==> src/rtl/pwm_capture_monitor.sv <==
// PWM capture monitor: per-channel period/high-time measurement, stuck detection,
// complementary-pair shoot-through and dead-time checks, registered per-channel readback.
module pwm_capture_monitor #(
  parameter int unsigned NUM_CH  = 8,
  parameter int unsigned CNT_W   = 24,
  parameter int unsigned MIN_DT  = 50,
  parameter int unsigned TIMEOUT = 1000000,
  parameter int unsigned SEL_W   = $clog2(NUM_CH)
) (
  input  logic                  clk,
  input  logic                  rst_n,
  input  logic [NUM_CH-1:0]     pwm_in,
  input  logic [SEL_W-1:0]      rd_sel,
  input  logic                  clr_flags,
  output logic [CNT_W-1:0]      rd_period,
  output logic [CNT_W-1:0]      rd_high,
  output logic                  rd_valid,
  output logic [NUM_CH-1:0]     stuck,
  output logic [NUM_CH-1:0]     stuck_level,
  output logic [NUM_CH/2-1:0]   shoot_through,
  output logic [NUM_CH/2-1:0]   dt_violation,
  output logic [31:0]           edge_count
);
  localparam int unsigned NUM_PAIR = NUM_CH / 2;
  localparam int unsigned GAP_W    = $clog2(MIN_DT + 1);
  localparam int unsigned POP_W    = $clog2(NUM_CH + 1);
  localparam logic [CNT_W-1:0] CNT_MAX    = '1;
  localparam logic [CNT_W-1:0] IDLE_LIMIT = CNT_W'(TIMEOUT - 1);
  localparam logic [GAP_W-1:0] GAP_MAX    = GAP_W'(MIN_DT);

  typedef enum logic [0:0] {StIdle, StRun} state_e;

  function automatic logic [CNT_W-1:0] sat_inc(input logic [CNT_W-1:0] v);
    return (v == CNT_MAX) ? v : v + CNT_W'(1);
  endfunction

  logic [NUM_CH-1:0]   r_sync1, r_sync2, r_prev;
  logic [NUM_CH-1:0]   w_rise, w_fall, w_edge, w_timeout;
  state_e              r_state   [NUM_CH];
  state_e              w_state_d [NUM_CH];
  logic [CNT_W-1:0]    r_run_cnt  [NUM_CH];
  logic [CNT_W-1:0]    r_idle_cnt [NUM_CH];
  logic [CNT_W-1:0]    r_period   [NUM_CH];
  logic [CNT_W-1:0]    r_high     [NUM_CH];
  logic [NUM_CH-1:0]   r_valid, r_seen, r_stuck, r_stuck_level;

  logic [NUM_PAIR-1:0] w_both_low, w_pair_rise, w_pair_fall, w_shoot_set, w_dt_set;
  logic [NUM_PAIR-1:0] r_armed, r_shoot, r_dt;
  logic [GAP_W-1:0]    r_gap_cnt [NUM_PAIR];

  logic [POP_W-1:0]    w_pop;
  logic [32:0]         w_ec_sum;
  logic [31:0]         r_edge_count;
  logic [CNT_W-1:0]    r_rd_period, r_rd_high;
  logic                r_rd_valid;

  assign w_rise = r_sync2 & ~r_prev;
  assign w_fall = ~r_sync2 & r_prev;
  assign w_edge = r_sync2 ^ r_prev;

  always_comb begin
    w_timeout = '0;
    for (int i = 0; i < NUM_CH; i++) begin
      // An edge in the same cycle as the timeout keeps the channel alive.
      w_timeout[i] = ~w_edge[i] & ~r_stuck[i] & (r_idle_cnt[i] == IDLE_LIMIT);
      w_state_d[i] = r_state[i];
      unique case (r_state[i])
        StIdle:  if (w_rise[i]) w_state_d[i] = StRun;
        StRun:   if (w_timeout[i]) w_state_d[i] = StIdle;
        default: w_state_d[i] = StIdle;
      endcase
    end
  end

  always_comb begin
    w_both_low  = '0;
    w_pair_rise = '0;
    w_pair_fall = '0;
    w_shoot_set = '0;
    w_dt_set    = '0;
    for (int k = 0; k < NUM_PAIR; k++) begin
      w_both_low[k]  = ~r_sync2[2*k] & ~r_sync2[2*k+1];
      w_pair_rise[k] = w_rise[2*k] | w_rise[2*k+1];
      w_pair_fall[k] = w_fall[2*k] | w_fall[2*k+1];
      w_shoot_set[k] = r_sync2[2*k] & r_sync2[2*k+1];
      // Only armed after a fall left both low, so the first rise is never checked.
      w_dt_set[k]    = w_pair_rise[k] & r_armed[k] & (r_gap_cnt[k] < GAP_MAX);
    end
  end

  always_comb begin
    w_pop = '0;
    for (int i = 0; i < NUM_CH; i++) begin
      w_pop = w_pop + POP_W'(w_edge[i]);
    end
    w_ec_sum = {1'b0, (clr_flags ? 32'd0 : r_edge_count)} + 33'(w_pop);
  end

  always_ff @(posedge clk) begin
    if (!rst_n) begin
      r_sync1       <= '0;
      r_sync2       <= '0;
      r_prev        <= '0;
      r_valid       <= '0;
      r_seen        <= '0;
      r_stuck       <= '0;
      r_stuck_level <= '0;
      r_armed       <= '0;
      r_shoot       <= '0;
      r_dt          <= '0;
      r_edge_count  <= '0;
      r_rd_period   <= '0;
      r_rd_high     <= '0;
      r_rd_valid    <= 1'b0;
      for (int i = 0; i < NUM_CH; i++) begin
        r_state[i]    <= StIdle;
        r_run_cnt[i]  <= '0;
        r_idle_cnt[i] <= '0;
        r_period[i]   <= '0;
        r_high[i]     <= '0;
      end
      for (int k = 0; k < NUM_PAIR; k++) begin
        r_gap_cnt[k] <= '0;
      end
    end else begin
      r_sync1 <= pwm_in;
      r_sync2 <= r_sync1;
      r_prev  <= r_sync2;

      for (int i = 0; i < NUM_CH; i++) begin
        r_state[i]   <= w_state_d[i];
        r_run_cnt[i] <= w_rise[i] ? '0 : sat_inc(r_run_cnt[i]);
        if (w_rise[i]) r_seen[i] <= 1'b1;
        if (w_rise[i] && (r_state[i] == StRun)) r_period[i] <= sat_inc(r_run_cnt[i]);
        if (w_fall[i] && r_seen[i]) r_high[i] <= sat_inc(r_run_cnt[i]);

        if (w_edge[i]) begin
          r_idle_cnt[i] <= '0;
        end else if (!r_stuck[i]) begin
          r_idle_cnt[i] <= r_idle_cnt[i] + CNT_W'(1);
        end

        if (w_edge[i]) begin
          r_stuck[i] <= 1'b0;
        end else if (w_timeout[i]) begin
          r_stuck[i]       <= 1'b1;
          r_stuck_level[i] <= r_sync2[i];
        end

        if (w_timeout[i]) begin
          r_valid[i] <= 1'b0;
        end else if (w_rise[i] && (r_state[i] == StRun)) begin
          r_valid[i] <= 1'b1;
        end
      end

      for (int k = 0; k < NUM_PAIR; k++) begin
        r_shoot[k] <= (r_shoot[k] & ~clr_flags) | w_shoot_set[k];
        r_dt[k]    <= (r_dt[k] & ~clr_flags) | w_dt_set[k];
        if (w_pair_rise[k]) begin
          r_armed[k] <= 1'b0;
        end else if (w_pair_fall[k] && w_both_low[k]) begin
          r_armed[k]   <= 1'b1;
          r_gap_cnt[k] <= GAP_W'(1);
        end else if (r_armed[k] && w_both_low[k] && (r_gap_cnt[k] != GAP_MAX)) begin
          r_gap_cnt[k] <= r_gap_cnt[k] + GAP_W'(1);
        end
      end

      r_edge_count <= w_ec_sum[32] ? '1 : w_ec_sum[31:0];
      r_rd_period  <= r_period[rd_sel];
      r_rd_high    <= r_high[rd_sel];
      r_rd_valid   <= r_valid[rd_sel];
    end
  end

  assign stuck         = r_stuck & ~w_edge;
  assign stuck_level   = r_stuck_level & stuck;
  assign shoot_through = r_shoot;
  assign dt_violation  = r_dt;
  assign edge_count    = r_edge_count;
  assign rd_period     = r_rd_period;
  assign rd_high       = r_rd_high;
  assign rd_valid      = r_rd_valid;

endmodule
==> config.mk <==
export PLATFORM = sky130hd
export DESIGN_NAME = pwm_capture_monitor
export DESIGN_NICKNAME = d
export VERILOG_FILES = /design/src/rtl/pwm_capture_monitor.sv
export SDC_FILE = /design/constraint.sdc
export NUM_CORES = 2
export LEC_CHECK = 0
export CAP_MARGIN = 5
export CORE_MARGIN = 1
export CORE_UTILIZATION = 50
export CTS_BUF_LIST = sky130_fd_sc_hd__clkbuf_4
export CTS_CLUSTER_SIZE = 10
export DETAILED_ROUTE_END_ITERATION = 16
export PLACE_DENSITY = 0.67
export SETUP_SLACK_MARGIN = 0.1
export SYNTH_ARGS = -nofsm -noshare
export SYNTH_HDL_FRONTEND = slang
export SYNTH_SLANG_ARGS = --single-unit
export TNS_END_PERCENT = 10
==> constraint.sdc <==
create_clock -name clk -period 13.1 [get_ports clk]
set_clock_uncertainty 0.2 [all_clocks]
set_input_delay 3.93 -clock clk [delete_from_list [all_inputs] [get_ports clk]]
set_output_delay 3.93 -clock clk [all_outputs]
set_load 0.02 [all_outputs]
---- Word-level counts from Yosys, hierarchy flattened ----
Memory sizes are Yosys's and may differ from the RTL's. A register that Yosys moved wholly into a read port is not among the register bits.
Cells that the tools add are included.
storage, ports and cells
  bits of input ports ..................... 14
  bits in registers ....................... 101
  memory bits (writable) .................. 800
  output and inout bits ................... 105
  memories ................................ 6
  word-level logic and storage cells ...... 556
memories
  memory      words  bits a word  read ports  clocked after Yosys merged registers in  write ports  RTL line  RTL
  r_high      8      24           1           1                                        8            44        logic [CNT_W-1:0] r_high [NUM_CH];
  r_idle_cnt  8      24           8           0                                        8            42        logic [CNT_W-1:0] r_idle_cnt [NUM_CH];
  r_period    8      24           1           1                                        8            43        logic [CNT_W-1:0] r_period [NUM_CH];
  r_run_cnt   8      24           8           0                                        8            41        logic [CNT_W-1:0] r_run_cnt [NUM_CH];
  r_gap_cnt   4      6            4           0                                        4            49        logic [GAP_W-1:0] r_gap_cnt [NUM_PAIR];
  r_state     8      1            8           0                                        8            39        state_e r_state [NUM_CH];
operators by class
  $lt $le $gt $ge ......................... 5
  bitwise operators ....................... 154
  eq/ne operators ......................... 20
  reductions and logical operators ........ 58
  add/sub/neg operators ................... 28
  muxes and demuxes ....................... 242
operators by type and width
  operator               number
  $mux 24                56
  $add 24x1->24 const B  16
  $eq 24x20->1 const B   8
  $eq 24x24->1 const B   8
  $mux 1                 167
  $or 1x1->1             72
  $mux 32                2
  $mux 6                 8
  $and 1x1->1            40
  $reduce_or 2->1        20
  $not 1->1              34
  $add 32x4->33          1
  $and 8x8->8            4
  $logic_and 1x1->1      28
  $add 6x1->6 const B    4
  $lt 6x6->1 const B     4
  $ne 6x6->1 const B     4
  $not 8->8              3
  $add 4x1->4            4
  $pmux 1 s2             8
  $reduce_and 2->1       8
  $xor 8x8->8            1
  $add 3x1->4            1
  $lt 3x4->1 const B     1
  4 further kinds        5

---- Logic depth before layout (Yosys ltp) ----
  depth after elaboration ................. 10
  gate-level depth with buffers ........... 17
  mapped depth without buffers ............ 15

---- Worst setup path after synthesis ----
No wires, ideal clock.
  path type ............................... input-to-reg
  from .................................... input port clr_flags
  to ...................................... register r_edge_count[15], in the netlist edge_count[15]
  arrival ................................. 7.380 ns
  stages .................................. 17
  library setup time ...................... 0.135 ns
  data required time ...................... 12.765 ns
  path slack .............................. 5.385 ns
  buffers on the path ..................... 3
  path through ............................ clkbuf_1 > inv_1 > clkbuf_1 > nand2_1 > fa_1 > inv_1 > fa_1 > inv_1 > fa_1 > inv_1 > fa_1 > a211o_1 > and3_1 > and4_1 > nand2_1 > clkbuf_1 > o21ai_0
between the ends
  word-level cells in the longest chain between the ends .. 3
ends and longest elaborated chain
  what                    RTL line  RTL
  start: declaration      14        input logic clr_flags,
  $mux 32                 96        w_ec_sum = {1'b0, (clr_flags ? 32'd0 : r_edge_count)} + 33'(w_pop);
  $add 32x4->33           96
  $mux 32                 170       r_edge_count <= w_ec_sum[32] ? '1 : w_ec_sum[31:0];
  end signal: assignment  170
  end: declaration        53        logic [31:0] r_edge_count;
No other way between the ends.
A chain may end at the register's enable or synchronous reset.

---- Worst setup path in the final report ----
Same ends and word-level chain as after synthesis.

==> results.cfg <==
[outcome]
status = finished clean

[pwr]
switching_share_pct = 24.4
power_frac_seq_pct = 52.9
leakagePower_nw = 16.8
p_comb_share_pct = 5.5
power.switching_mw = 1.52
p_int_mw = 4.72
p_clk_share_pct = 41.6
ir_worst_vdd_mv = 0.0809
powerDensity_nw_per_um2 = 129

[sta]
worst_slack_ns = 5.25
setup_tns_ns = 0
hold_violations = 0
setup_viol = 0
timing.final.crit_period_ns = 7.85
fin_crit_sh_pct = 60.0
max_freq_ghz = 0.127
drv_slew = 0
worst_pin_slew_ns = 1.27
rsz0062_at_grt = false
maxSlewHeadroom_pct = 15.5

[drt]
vias_per_cell = 5.78
wl_um = 113000
drtPass1Iterations = 8
ant_nets = 0
drt_iter0_drc = 2976
route.vias.total = 31400
routedWlPerCell_um = 20.8
drc = 0

[setup_path]
critPathArrivalTime_ns = 8.57
cp_max_fo = 21
path_class = in -> reg
start_kind = input pin
end_kind = flop
cp.required_ns = 13.82

[cells_and_area]
num-nets-final = 4144
layout_commonest_cell = nor2_1
stdcell_count = 5439
area_growth_pct = 12.8
drive_gt1_share_pct = 13.2
final_cell_mix = 758 x nor2_1, 600 x edfxtp_1, 368 x clkbuf_4
fillers = 7310

[clocking]
cts-resized-gates = 0
numClockSinks = 949
tritoncts = built
cts-root-buf = clkbuf_4
cts_setup_buffers = 0
h-tree-depth = 4
clk_pin_slew_worst_paths_ns = 0.06
clk_latency_ns = 1.12
numCtsBuffers = 237
clk_path_buf_depth = 3
ctsHoldBuffers = 0

[placement]
post-place-ws_ns = 4.20
gp_congestion = 0.912
dpl.cell_count = 4984
port_buffers = 118
hpwl_um = 75100

[floorplan]
pin_count = 119
die_height_um = 295
rows = 107
core_region_area_um2 = 85100
start_util_pct = 50.5
dieArea_um2 = 87200
die_width_um = 295

[global_routing]
grt_util_all_layers_pct = 26.1
grt_max_degree = 92
grt_pass1_vias = 30100
grt_pass1_wl_um = 174000
grt-ovfl-total = 0
antenna_found_initial = 2

[logic_synthesis]
synthCells = 3850
postSynthAreaPerCell_um2 = 11.2
synth_nets = 3915
syn_area_um2 = 43000
synth.yosys.warnings = 0
yosysSeqAreaShare_pct = 58.1
ys_ff_latch = 949
synth_flop_cell = edfxtp_1
synthArstFlopShare_pct = 0
synth-edff-count = 600
yosysUniqueCellTypes = 71

[min_path]
hp-class = reg -> reg

[job]
max-cap-violations = 0
[worst max-delay path, cell delays in order]
cell             delay [ns]
clkdlybuf4s50_1        0.73
inv_1                  0.66
nand2_1                0.14
fa_1                   0.52
inv_1                  0.05
fa_1                   0.44
inv_1                  0.08
fa_1                   0.18
inv_1                  0.05
fa_1                   0.41
a211o_1                0.39
and3_1                 0.21
and4_1                 0.23
nand2_1                0.38
o21ai_0                0.17
[stage by stage]
| step | hold WS [ns] | total power, mW | area (um2) | utilization (%) |
|---|---|---|---|---|
| after detailed placement | 0.218 | 3.70 | 45300 | 53.2 |
| after global routing | 0.221 | 6.48 | 48500 | 57.0 |
| after floorplan | 0.212 | 3.56 | 43000 | - |
| after CTS | 0.200 | 6.29 | 48500 | 57.0 |
| after global placement | 0.219 | 3.70 | 45300 | 53.2 |
| final | 0.226 | 6.24 | 48500 | 57.0 |
[cell type report]
class                   count  area [um2]  area share [%]
flip-flops and latches    949       25000            51.5
multi-input cells        2656       17100            35.2
diodes                      3        7.51          0.0155
inverters                  81         309           0.637
clock inverters            84         468           0.964
clock buffers             368        2760            5.69
repair buffers            154        1440            2.97
well taps                1144        1430            2.95
[path summary, 6_finish.rpt]
kind	from	end	slack [ns]	cells past startpoint
worst max-delay path	clr_flags	edge_count[15]$_SDFF_PN0_	5.25	15
worst min-delay path	r_sync1[2]$_SDFF_PN0_	r_sync2[2]$_SDFF_PN0_	0.23	1
worst max register to register	r_sync2[3]$_SDFF_PN0_	edge_count[15]$_SDFF_PN0_	8.19	15
worst min register to register	r_sync1[2]$_SDFF_PN0_	r_sync2[2]$_SDFF_PN0_	0.23	1
[synthesized netlist by cell type (all sizes together), types with 8 or more instances]
| master | count | area, um2 |
|---|---|---|
| buf | 30 | 149 |
| nor2b | 15 | 93.8 |
| o21a | 8 | 60.1 |
| ha | 46 | 576 |
| xor2 | 125 | 1090 |
| o2111ai | 13 | 120 |
| mux2i | 76 | 761 |
| and3 | 64 | 400 |
| o21ai | 103 | 515 |
| nand4 | 128 | 820 |
| clkbuf | 134 | 503 |
| a21o | 10 | 75.1 |
| and2 | 51 | 319 |
| or3 | 67 | 419 |
| nand2b | 14 | 87.6 |
| and4 | 56 | 490 |
| nor4 | 64 | 407 |
| nand2 | 193 | 724 |
| o211ai | 22 | 165 |
| inv | 80 | 300 |
| edfxtp | 600 | 18000 |
| o311ai | 8 | 70.1 |
| nor4b | 18 | 158 |
| nor2 | 758 | 2850 |
| nand3 | 165 | 826 |
| xnor2 | 171 | 1500 |
| dfxtp | 349 | 6990 |
| mux4 | 98 | 2210 |
| a211oi | 22 | 165 |
| nor3 | 90 | 455 |
| a21oi | 177 | 886 |
| a31oi | 8 | 50.1 |
| or4 | 12 | 90.1 |
[state kept, by name, indices dropped and copies added, names as in the netlist, 24 cells and up]
signal	count
rd_high	24
rd_period	24
r_idle_cnt	192
r_period	192
r_gap_cnt	24
edge_count	32
r_run_cnt	192
r_high	192
[power by group through the flow]
stage               clock (mW)  combinational, mW  sequential [mW]
global placement             0              0.338             3.36
detailed placement           0              0.341             3.36
CTS                       2.65              0.343             3.30
global route              2.81              0.367             3.31
finish                    2.60              0.340             3.30
floorplan                    0              0.198             3.36
[cells by family (layout without fill, tap and decap cells)]
kind of cell	count (synthesis)	count (layout)	share of synthesized area (%)
compound gates	410	410	5.69
xor+xnor	296	296	6.02
fa+ha+maj	51	51	1.57
buf+inv	245	687	2.22
flops	949	949	58.1
mux	180	180	7.05
other cells	0	3	0
simple gates	1719	1719	19.3
[layer usage]
layer / track usage [%] / up-vias / wire length, um
met5: 0 / - / 0
met4: 9.96 / 0 / 3230
met3: 6.01 / 167 / 9850
met2: 39.4 / 1306 / 50800
met1: 36.5 / 15200 / 49100
li1: - / 14700 / -
No activity file was read; power rests on OpenSTA's default activity.
